===== config.mk =====
export PLATFORM = sky130hd
export DESIGN_NAME = mul_div_ext
export DESIGN_NICKNAME = d
export VERILOG_FILES = /design/src/rtl/mul_div_ext.sv
export SDC_FILE = /design/constraint.sdc
export NUM_CORES = 1
export LEC_CHECK = 0
export CORE_MARGIN = 3
export CORE_UTILIZATION = 41
export CTS_CLUSTER_DIAMETER = 200
export DETAILED_ROUTE_END_ITERATION = 6
export SLEW_MARGIN = 0
export SYNTH_ARGS = -nofsm -noshare
export SYNTH_HDL_FRONTEND = slang
export SYNTH_SLANG_ARGS = --single-unit

===== constraint.sdc =====
create_clock -name clk -period 3.4 [get_ports clk]
set_input_delay 0.51 -clock clk [delete_from_list [all_inputs] [get_ports clk]]
set_output_delay 0.51 -clock clk [all_outputs]
set_load 0.005 [all_outputs]

===== src/rtl/mul_div_ext.sv =====
// Iterative RV32M multiply/divide extension unit retiring BITS_PER_CYCLE bits per cycle.
// Optional macro MUL_DIV_EXT_DIV_EN adds the restoring divider; without it divide ops return 0.
module mul_div_ext #(
  parameter int WIDTH          = 32,
  parameter int BITS_PER_CYCLE = 1
) (
  input  logic             clk,
  input  logic             rst,
  input  logic             start,
  input  logic [2:0]       func3,
  input  logic [WIDTH-1:0] a,
  input  logic [WIDTH-1:0] b,
  output logic [WIDTH-1:0] r,
  output logic             done,
  output logic             busy
);

  localparam int N     = WIDTH / BITS_PER_CYCLE;
  localparam int CNT_W = $clog2(N + 1);
  localparam logic [CNT_W-1:0] CNT_LOAD = CNT_W'(N);
  localparam logic [CNT_W-1:0] CNT_ONE  = CNT_W'(1);

  generate
    if ((BITS_PER_CYCLE != 1 && BITS_PER_CYCLE != 2 && BITS_PER_CYCLE != 4) ||
        (WIDTH % BITS_PER_CYCLE != 0)) begin : g_bad_cfg
      $error("mul_div_ext: BITS_PER_CYCLE must be 1, 2 or 4 and divide WIDTH");
    end
  endgenerate

  typedef enum logic [1:0] {
    S_IDLE = 2'd0,
    S_PREP = 2'd1,
    S_CALC = 2'd2,
    S_FIX  = 2'd3
  } state_t;

  state_t r_state;
  state_t w_state_next;

  logic [2:0]       r_func3;
  logic [WIDTH-1:0] r_a;
  logic [WIDTH-1:0] r_b;
  logic [WIDTH-1:0] r_mcand;
  logic [WIDTH-1:0] r_hi;
  logic [WIDTH-1:0] r_lo;
  logic [WIDTH-1:0] r_res;
  logic [CNT_W-1:0] r_cnt;
  logic             r_neg_q;
  logic             r_done;
`ifdef MUL_DIV_EXT_DIV_EN
  logic             r_neg_r;
`endif

  // ---------------------------------------------------------------- FSM
  always_ff @(posedge clk or negedge rst) begin
    if (!rst) begin
      r_state <= S_IDLE;
    end else begin
      r_state <= w_state_next;
    end
  end

  always_comb begin
    w_state_next = r_state;
    busy         = 1'b0;
    case (r_state)
      S_IDLE: begin
        if (start) begin
          w_state_next = S_PREP;
        end
      end
      S_PREP: begin
        busy = 1'b1;
`ifdef MUL_DIV_EXT_DIV_EN
        w_state_next = S_CALC;
`else
        w_state_next = r_func3[2] ? S_FIX : S_CALC;
`endif
      end
      S_CALC: begin
        busy = 1'b1;
        // Counter reaches zero on this edge after the Nth CALC cycle.
        if (r_cnt == CNT_ONE) begin
          w_state_next = S_FIX;
        end
      end
      S_FIX: begin
        busy         = 1'b1;
        w_state_next = S_IDLE;
      end
      default: w_state_next = S_IDLE;
    endcase
  end

  // ---------------------------------------------------------------- PREP
  logic             w_a_signed;
  logic             w_b_signed;
  logic             w_a_neg;
  logic             w_b_neg;
  logic             w_b_zero;
  logic [WIDTH-1:0] w_a_mag;
  logic [WIDTH-1:0] w_b_mag;

  always_comb begin
    w_a_signed = 1'b0;
    w_b_signed = 1'b0;
    case (r_func3)
      3'b001: begin
        w_a_signed = 1'b1;
        w_b_signed = 1'b1;
      end
      3'b010: w_a_signed = 1'b1;
      3'b100, 3'b110: begin
        w_a_signed = 1'b1;
        w_b_signed = 1'b1;
      end
      default: begin
        w_a_signed = 1'b0;
        w_b_signed = 1'b0;
      end
    endcase
    w_a_neg  = w_a_signed & r_a[WIDTH-1];
    w_b_neg  = w_b_signed & r_b[WIDTH-1];
    w_a_mag  = w_a_neg ? -r_a : r_a;
    w_b_mag  = w_b_neg ? -r_b : r_b;
    w_b_zero = (r_b == '0);
  end

  // ---------------------------------------------------------------- CALC
  logic [WIDTH-1:0] w_hi_step;
  logic [WIDTH-1:0] w_lo_step;
  logic [WIDTH:0]   w_sum;
`ifdef MUL_DIV_EXT_DIV_EN
  logic [WIDTH:0]   w_trial;
`endif

  // Multiply: r_lo holds the multiplier and shifts right under the growing product.
  // Divide: r_lo holds the dividend shifting left into r_hi while quotient bits fill from the right.
  always_comb begin
    w_hi_step = r_hi;
    w_lo_step = r_lo;
    w_sum     = '0;
`ifdef MUL_DIV_EXT_DIV_EN
    w_trial   = '0;
`endif
    for (int i = 0; i < BITS_PER_CYCLE; i++) begin
`ifdef MUL_DIV_EXT_DIV_EN
      if (r_func3[2]) begin
        w_trial   = {w_hi_step, w_lo_step[WIDTH-1]};
        w_lo_step = {w_lo_step[WIDTH-2:0], 1'b0};
        if (w_trial >= {1'b0, r_mcand}) begin
          w_trial      = w_trial - {1'b0, r_mcand};
          w_lo_step[0] = 1'b1;
        end
        w_hi_step = w_trial[WIDTH-1:0];
      end else
`endif
      begin
        w_sum     = {1'b0, w_hi_step} + (w_lo_step[0] ? {1'b0, r_mcand} : '0);
        w_lo_step = {w_sum[0], w_lo_step[WIDTH-1:1]};
        w_hi_step = w_sum[WIDTH:1];
      end
    end
  end

  // ---------------------------------------------------------------- FIX
  logic [2*WIDTH-1:0] w_prod_raw;
  logic [2*WIDTH-1:0] w_prod;
  logic [WIDTH-1:0]   w_result;

  always_comb begin
    w_prod_raw = {r_hi, r_lo};
    w_prod     = r_neg_q ? -w_prod_raw : w_prod_raw;
    w_result   = (r_func3[1:0] == 2'b00) ? w_prod[WIDTH-1:0] : w_prod[2*WIDTH-1:WIDTH];
    if (r_func3[2]) begin
`ifdef MUL_DIV_EXT_DIV_EN
      if (r_func3[1]) begin
        w_result = r_neg_r ? -r_hi : r_hi;
      end else begin
        w_result = r_neg_q ? -r_lo : r_lo;
      end
`else
      w_result = '0;
`endif
    end
  end

  // ---------------------------------------------------------------- datapath registers
  always_ff @(posedge clk or negedge rst) begin
    if (!rst) begin
      r_func3 <= '0;
      r_a     <= '0;
      r_b     <= '0;
      r_mcand <= '0;
      r_hi    <= '0;
      r_lo    <= '0;
      r_res   <= '0;
      r_cnt   <= '0;
      r_neg_q <= 1'b0;
      r_done  <= 1'b0;
`ifdef MUL_DIV_EXT_DIV_EN
      r_neg_r <= 1'b0;
`endif
    end else begin
      r_done <= 1'b0;
      case (r_state)
        S_IDLE: begin
          if (start) begin
            r_func3 <= func3;
            r_a     <= a;
            r_b     <= b;
          end
        end
        S_PREP: begin
          r_mcand <= w_b_mag;
          r_lo    <= w_a_mag;
          r_hi    <= '0;
          r_cnt   <= CNT_LOAD;
          // Divide by zero keeps the all-ones quotient unsigned; the remainder follows the dividend.
          r_neg_q <= (w_a_neg ^ w_b_neg) & ~w_b_zero;
`ifdef MUL_DIV_EXT_DIV_EN
          r_neg_r <= w_a_neg;
`endif
        end
        S_CALC: begin
          r_hi  <= w_hi_step;
          r_lo  <= w_lo_step;
          r_cnt <= r_cnt - CNT_ONE;
        end
        S_FIX: begin
          r_res  <= w_result;
          r_done <= 1'b1;
        end
        default: begin
          r_done <= 1'b0;
        end
      endcase
    end
  end

  assign r    = r_res;
  assign done = r_done;

endmodule


Word-level counts from Yosys, hierarchy flattened --
Cells that the tools add are included.
Word-level totals: register bits after elaboration 205, bits of input ports 70, word-level logic and storage cells 57
Operators by class: add/sub/neg operators 5, equal/unequal tests 10, multiplexer cells 17, bitwise gates (word level) 5, reductions and logical operators 9
Operator list (number):
- $mux W32 | 5
- $pmux W32 S2 | 2
- $mux W64 | 1
- $neg A32 Y32 | 2
- $neg A64 Y64 | 1
- $add A32 B32 Y33 | 1
- $logic_not A32 Y1 | 1
- $pmux W6 S2 | 1
- $pmux W2 S4 | 1
- $eq A3 B3 Y1 const B | 2
- $eq A6 B1 Y1 const B | 1
- $reduce_or A3 Y1 | 2
- $sub A6 B1 Y6 const B | 1
- $mux W1 | 5
- $eq A2 B2 Y1 const B | 2
- $logic_not A2 Y1 | 2
- $mux W2 | 2
- $ne A2 B2 Y1 const B | 2
- $reduce_and A2 Y1 | 2
- $reduce_or A4 Y1 | 1
- $and A1 B1 Y1 | 3
- $eq A3 B1 Y1 const B | 1
- $eq A3 B2 Y1 const B | 1
- $eq A2 B1 Y1 const B | 1
- 3 further kinds | 3

Longest topological paths before layout --
depth after elaboration 6, depth in mapped cells 12, depth with buffers taken out 11

Least setup slack after synthesis --
No wires, ideal clock.
kind register to register, from register r_lo[0], to register r_hi[25], arrival time 2.878 ns, data required time 3.259 ns, slack 0.381 ns, stages on the path, launching flop included 13, buffers on the path 1, period minus slack after synthesis 3.019 ns, cells stage by stage dfrtp_1 clkbuf_1 and2_1 ha_1 inv_1 fa_1 nor2b_1 o2111ai_1 a2111oi_0 o21bai_1 o31ai_1 xnor2_1 o22ai_1
Between the ends: word-level cells in the longest chain between the ends 3
Ends and longest elaborated chain:
- start, declared | line 45 | logic [WIDTH-1:0] r_lo;
- start signal, assigned | line 216 | r_lo <= w_a_mag;
- start signal, assigned | line 227 | r_lo <= w_lo_step;
- $mux W32 | line 159 | w_sum = {1'b0, w_hi_step} + (w_lo_step[0] ? {1'b0, r_mcand} : '0);
- $add A32 B32 Y33 | line 159
- $pmux W32 S2 | line 206 | case (r_state)
- end signal, assigned | line 226 | r_hi <= w_hi_step;
- end, declared | line 44 | logic [WIDTH-1:0] r_hi;
No other way between the ends. A chain may end at the register's enable or synchronous reset.

Final worst setup path --
from register r_lo[12], to register r_res[25] (netlist: r[25])
Between the ends: word-level cells in the longest chain between the ends 4
Ends and longest elaborated chain:
- $neg A64 Y64 | line 173 | w_prod = r_neg_q ? -w_prod_raw : w_prod_raw;
- $mux W64 | line 173
- $mux W32 | line 174 | w_result = (r_func3[1:0] == 2'b00) ? w_prod[WIDTH-1:0] : w_prod[2*WIDTH-1:WIDTH];
- $mux W32 | line 175 | if (r_func3[2]) begin
- end signal, assigned | line 231 | r_res <= w_result;
- end, declared | line 46 | logic [WIDTH-1:0] r_res;
No other way between the ends.

==> metrics.csv <==
stage;metric;value;unit
outcome;status;finished clean;
clock_tree;clock sinks;205;
sta;Worst slew margin;39.6;%
sta;clock period minus worst slack;3.16;ns
sta;Final Hold Fails;0;
synthesis;average size of a mapped cell;9.23;um2
synthesis;area share of the largest cell type after synthesis;39.7;%
clock_tree;worst skew pair latency;0.53;ns
clock_tree;CTS Root Cell;clkbuf_16;
critical_path;crit-path max FO;11;
clock_tree;CTS tree;yes;
layout;final core occ;49.5;%
die;num ports;104;
power_and_ir_drop;VDD IR-drop max;0.000504;V
drt;vias;11033;
grt;remaining global-route overflow;0;
drt;met2 routed WL;16.1;mm
synthesis;register bit total from synthesis;205;
sta;final period utilization;93.0;%
critical_path;cell family with most CP delay;simple AND/OR/NAND/NOR gates;
drt;Top Metal Used;met4;
drt;DR pass1 iterations;5;
critical_path;element type at the critical path end;register;
placement;Placed Area;14400;um2
sta;Slew @ Worst Pin;0.904;ns
synthesis;Mapped Area;12900;um2
drt;DRC Markers;0;
sta;RSZ-0062 raised after global routing;false;
critical_path;CP Data Required Time;3.77;ns
critical_path;Bufs and invs on worst path;0;
critical_path;CP Launch Type;register;
placement;Post-DP HPWL;28.0;mm
critical_path;Slowest Stage Delay on Critical Path;0.63;ns
synthesis;Post-synth EDFFs;0;
clock_tree;Inserted Clock Buffers;25;
synthesis;top post-synthesis cells by area;dfrtp_1, mux2_2, xnor2_1, ha_1, a21oi_1;
synthesis;synth cell count leaders;dfrtp_1, nand2_1, a21oi_1, nor2_1;
grt;vias in the first global route;10533;
die;Rows;64;
critical_path;worst reg-to-reg setup slack;0.24;ns
layout;fin area;15300;um2
critical_path;Reg-to-Reg End;r[25];
critical_path;FF-to-FF Start;r_lo[12];
sta;Final setup viols;0;
critical_path;critical path class;register to register;
synthesis;Synth cell types;69;
drt;wire length per cell;19.8;um
drt;DRT antenna net count;0;
die;Die Y;183;um
placement;Placer Congestion;0.924;
critical_path;Critical Path Slowest Stage Cell;or4_4;
critical_path;CP Cell Sequence;or3_4 -> or4_1 -> or4_4 -> or2_2 -> o41ai_1 -> xnor2_1 -> o221ai_1;
clock_tree;CTS Buffer Depth;3;
layout;Area Overhead vs Synth;18.3;%
die;Die Wd;183;um
die;die area;33700;um2
job;maxcap violations;0;
layout;Post-layout nets;1598;
drt;routed wl met3;2.74;mm
synthesis;sequential fraction of the synthesis area;39.7;%
grt;largest net degree at the start of global routing;77;
power_and_ir_drop;leakage power figure;0.00623;uW
synthesis;Synth async-reset ratio;100;%
layout;n_diodes;0;
synthesis;count leader, synth;dfrtp_1;
grt;initial antenna violation count;0;
sta;setup TNS;0;ns
die;Initial Utilization;41.9;%
drt;Routed WL;37.5;mm
sta;Worst Skew;0.0156;ns
grt;first-pass GRT wire length;58.9;mm
clock_tree;Reg clk slew, reported paths;0.06;ns
synthesis;gate count of the mapped netlist;1399;
layout;filler instances;2832;
critical_path;Worst EP arrival;3.53;ns
sta;Max Clk Rate;316;MHz
critical_path;R2R cell count;7;
power_and_ir_drop;total chip power;16800;uW
clock_tree;postcts setup bufs;0;
drt;Vias/cell;5.81;
critical_path;CP Depth;7;
synthesis;main flop type after synthesis;dfrtp_1;
synthesis;area leader, netlist;dfrtp_1;
clock_tree;H-Tree Depth;1;
sta;Slew Viols, Final;0;
placement;Port Buffers;103;
drt;DR iter-0 viols;834;
power_and_ir_drop;PwrDens;1100;nW/um2
die;core box area;30800;um2
grt;All-Layer GR Usage;21.8;%
drt;met1 WL;18.0;mm
synthesis;Ys Warns;0;
synthesis;post-synthesis net count;1512;
layout;layout cells sized above 1;12.6;%
hold_path;Worst Hold Class;primary input to async pin;
[final cells by class]
cell class | instances | area, um2 | area share [%]
clock inverter | 8 | 121 | 0.794
inverter | 64 | 240 | 1.57
sequential | 205 | 5130 | 33.6
timing repair buffer | 136 | 1290 | 8.48
tap | 396 | 495 | 3.24
clock buffer | 36 | 717 | 4.69
multi-input combinational | 1053 | 7270 | 47.6
[registers in the layout, summed over array words and instances, names as in the netlist, 2 cells and up]
name and count:
r_b 32, r_hi 32, r_state 2, r_cnt 6
r_lo 32, r_a 32, r_func3 3, r_mcand 32
r 32
[stage by stage]
step	cells	setup WS, ns	hold slack, ns
6_report	1898	0.239	0.0152
5_1_grt	1898	0.0295	0.0653
4_1_cts	1898	0.206	0.0396
3_5_place_dp	1854	0.234	0.482
3_3_place_gp	1854	0.252	0.487
2_1_floorplan	1399	0.381	0.214
[metal layers]
| layer | up-vias | track usage, % |
|---|---|---|
| met5 | - | 0 |
| met4 | 0 | 4.91 |
| met3 | 53 | 4.79 |
| met2 | 380 | 32.4 |
| met1 | 5365 | 32.5 |
| li1 | 5235 | - |
[repair_timing]
item | in CTS | in global routing
resized for setup | 0 | 5
hold buffers | 0 | 0
setup endpoints to repair | 0 | 7
[worst register-to-register path, stage by stage (launching register included)]
cell and delay, ns:
dfrtp_1 0.43, or3_4 0.40, or4_1 0.52, or4_4 0.63
or2_2 0.40, o41ai_1 0.34, xnor2_1 0.17, o221ai_1 0.12
[cell families (layout without fill, tap and decap cells)]
group           after synthesis  after routing  synth area share, %
compound gates              377            377                 19.1
xor+xnor                    144            144                 9.76
fa+ha+maj                    43             43                 4.22
buf+inv                     141            244                 4.17
flops                       205            205                 39.7
mux                          89             89                 7.70
simple gates                400            400                 15.3
[power breakdown]
| part | total [uW] | internal [uW] | switching, uW |
|---|---|---|---|
| logic | 9110 | 3930 | 5180 |
| clock network | 2750 | 1680 | 1070 |
| registers | 4950 | 3610 | 1340 |
[cells in the final DEF, fill, tap and decap left out, types with 20 or more instances in the layout]
cell	instances
a21oi_1	104
and2_1	34
buf_4	32
clkbuf_16	25
clkdlybuf4s50_1	102
dfrtp_1	203
ha_1	40
inv_1	63
mux2_2	83
nand2_1	105
nand3_1	30
nor2_1	104
nor3_1	23
o21ai_0	89
o221ai_1	27
o22ai_1	20
o31ai_1	24
xnor2_1	89
xor2_1	55
[worst max-delay path by stage]
stage	endpoint	start	slack (ns)
detailed placement	r_hi[25]	r_lo[0]	0.23
CTS	r_hi[25]	r_lo[0]	0.21
finish	r[25]	r_lo[12]	0.24
floorplan	r_hi[25]	r_lo[0]	0.38
global route	r_hi[25]	r_lo[0]	0.03
global placement	r_hi[25]	r_lo[0]	0.25
(Power assumes the default switching activity.)
==> edit: new RTL, config.mk and constraints unchanged <==
Build with the macro `MUL_DIV_EXT_DIV_EN` defined.
--- a/src/rtl/mul_div_ext.sv
+++ b/src/rtl/mul_div_ext.sv
@@ -1,5 +1,7 @@
 // Iterative RV32M multiply/divide extension unit retiring BITS_PER_CYCLE bits per cycle.
 // Optional macro MUL_DIV_EXT_DIV_EN adds the restoring divider; without it divide ops return 0.
+`define MUL_DIV_EXT_DIV_EN
+
 module mul_div_ext #(
   parameter int WIDTH          = 32,
   parameter int BITS_PER_CYCLE = 1
Function: changed (Yosys sat finds a counterexample within 4 cycles, from zero or initial values and one cycle with rst low).
==> edit against the original RTL <==
Global-route usage grew 3.0 points; sequential cell count increased by 1; worst setup slack got worse by 89 ps; synthesized cell count is 40% higher; sequential power increased by 2%; routed wire length is 41% higher; maximum frequency decreased by 2.7%; final area rose by 28%; power grew 38%; area after synthesis up 27%; critical path type unchanged.
==> edit: results (changes against the original RTL) <==
- Status: complete, no violations (unchanged)
- Cell Area, Placed: 0.0185 mm² (was 0.0144 mm²)
- Finished Layout Cells: 2616 (was 1898)
- Rel. slew slack: 43.6% (was 39.6%)
- CP max-delay cell: or4_1 (was or4_4)
- Dpl cells: 2567 (was 1854)
- Initial antenna violation count: 0 (unchanged)
- First-pass GRT wire length: 83800 µm (was 58900 µm)
- Synth Net Count: 2109 (was 1512)
- Port Buffers: 103 (unchanged)
- Final nets: 2227 (was 1598)
- Crit path max fanout: 13 (was 11)
- Leak Pwr: 8.59 nW (was 6.23 nW)
- Sequential area share after synthesis: 31.5% (was 39.7%)
- Place WS: 83.8 ps (was 234 ps)
- Worst skew pair latency: 550 ps (was 530 ps)
- Hold Crit Depth: 1
- Final Skew: 13.6 ps (was 15.6 ps)
- Peak supply drop: 0.000765 V (was 0.000504 V)
- Initial DRC Count: 1520 (was 834)
- TritonCTS buffer count: 26 (was 25)
- Synth area leaders: dfrtp_1 31%, xnor2_1 6.5%, mux2_2 5.8% (was dfrtp_1 40%, mux2_2 7.2%, xnor2_1 6.0%)
- WP data arrival: 3700 ps (was 3530 ps)
- HP Class: reg -> reg (was in -> async)
- Syn Inst Count: 1962 (was 1399)
- Maximum clock insertion buffer count: 3 (unchanged)
- Largest net degree at the start of global routing: 108 (was 77)
- Final Wtd Congestion: 0.942 (was 0.924)
- Filler cells: 3768 (was 2832)
- Ratio of cells with drive above 1 in the final layout: 14.1% (was 12.6%)
- Hpwl dp: 40600 µm (was 28000 µm)
- Clock transition at the registers of the reported paths: 60 ps (about the same)
- Highest cell delay on the worst timing path: 640 ps
- Vias post-DR: 15200 (was 11000)
- GRT Overall Usage: 24.7% (was 21.8%)
- Top post-synthesis cells by count: 206 x dfrtp_1, 178 x nor2_1, 172 x a21oi_1 (was 205 x dfrtp_1, 106 x nand2_1, 104 x a21oi_1, 104 x nor2_1)
- Reg2reg path depth: 12 (was 7)
- First drt pass iteration count: 7 (was 5)
- Final WL: 53100 µm (was 37500 µm)
- Post-synth cell types: 81 (was 69)
[edit: area by class of cell]
class	instances	area [µm²]	area share, %
inverter	103	387	1.98
clock buffer	33	728	3.73
timing repair buffer	220	1990	10.2
tap	518	648	3.32
multi-input combinational	1523	10500	53.7
clock inverter	13	138	0.705
sequential	206	5160	26.4
[edit: cell families after synthesis]
family | count (synthesis) | synth area share [%]
AO/OA/AOI/OAI | 600 | 23.6
AND/OR/NAND/NOR | 528 | 15.0
adder cells (fa/ha/maj) | 77 | 5.98
flip-flops | 206 | 31.5
buffers and inverters | 233 | 5.43
XOR/XNOR | 198 | 10.6
multiplexers | 120 | 7.98
[edit: power breakdown]
group / total [mW] / internal, mW / leakage [nW] / switching [mW]
registers: 5.03 / 3.68 / 2.49 / 1.35
logic: 15.4 / 6.37 / 5.68 / 9.08
clock network: 2.80 / 1.67 / 0.413 / 1.13
[edit: layer usage]
layer  wire length, µm  track usage (%)  vias up
met1             24600             35.8     7361
li1                  -                -     7268
met3              3450             3.72       87
met5                 0                0        -
met4              1520             6.64        0
met2             23500             38.5      521
[edit: worst paths after layout]
path	startpoint	endpoint	slack, ps
hold / removal	r[16]$_DFFE_PN0P_	r[16]$_DFFE_PN0P_	500
setup reg to reg	r_mcand[3]$_DFFE_PN0N_	r_hi[23]$_DFFE_PN0P_	150
hold reg to reg	r[16]$_DFFE_PN0P_	r[16]$_DFFE_PN0P_	500
min in group asynchronous	rst	r_mcand[13]$_DFFE_PN0N_	530
max in group asynchronous	rst	r_lo[18]$_DFFE_PN0P_	1980
setup / recovery	r_mcand[3]$_DFFE_PN0N_	r_hi[23]$_DFFE_PN0P_	150
[edit: timing repair]
action	CTS	global route
hold endpoints to repair	9	0
resized for setup	0	33
buffers inserted	0	2
setup endpoints to repair	0	19
hold buffers	1	0
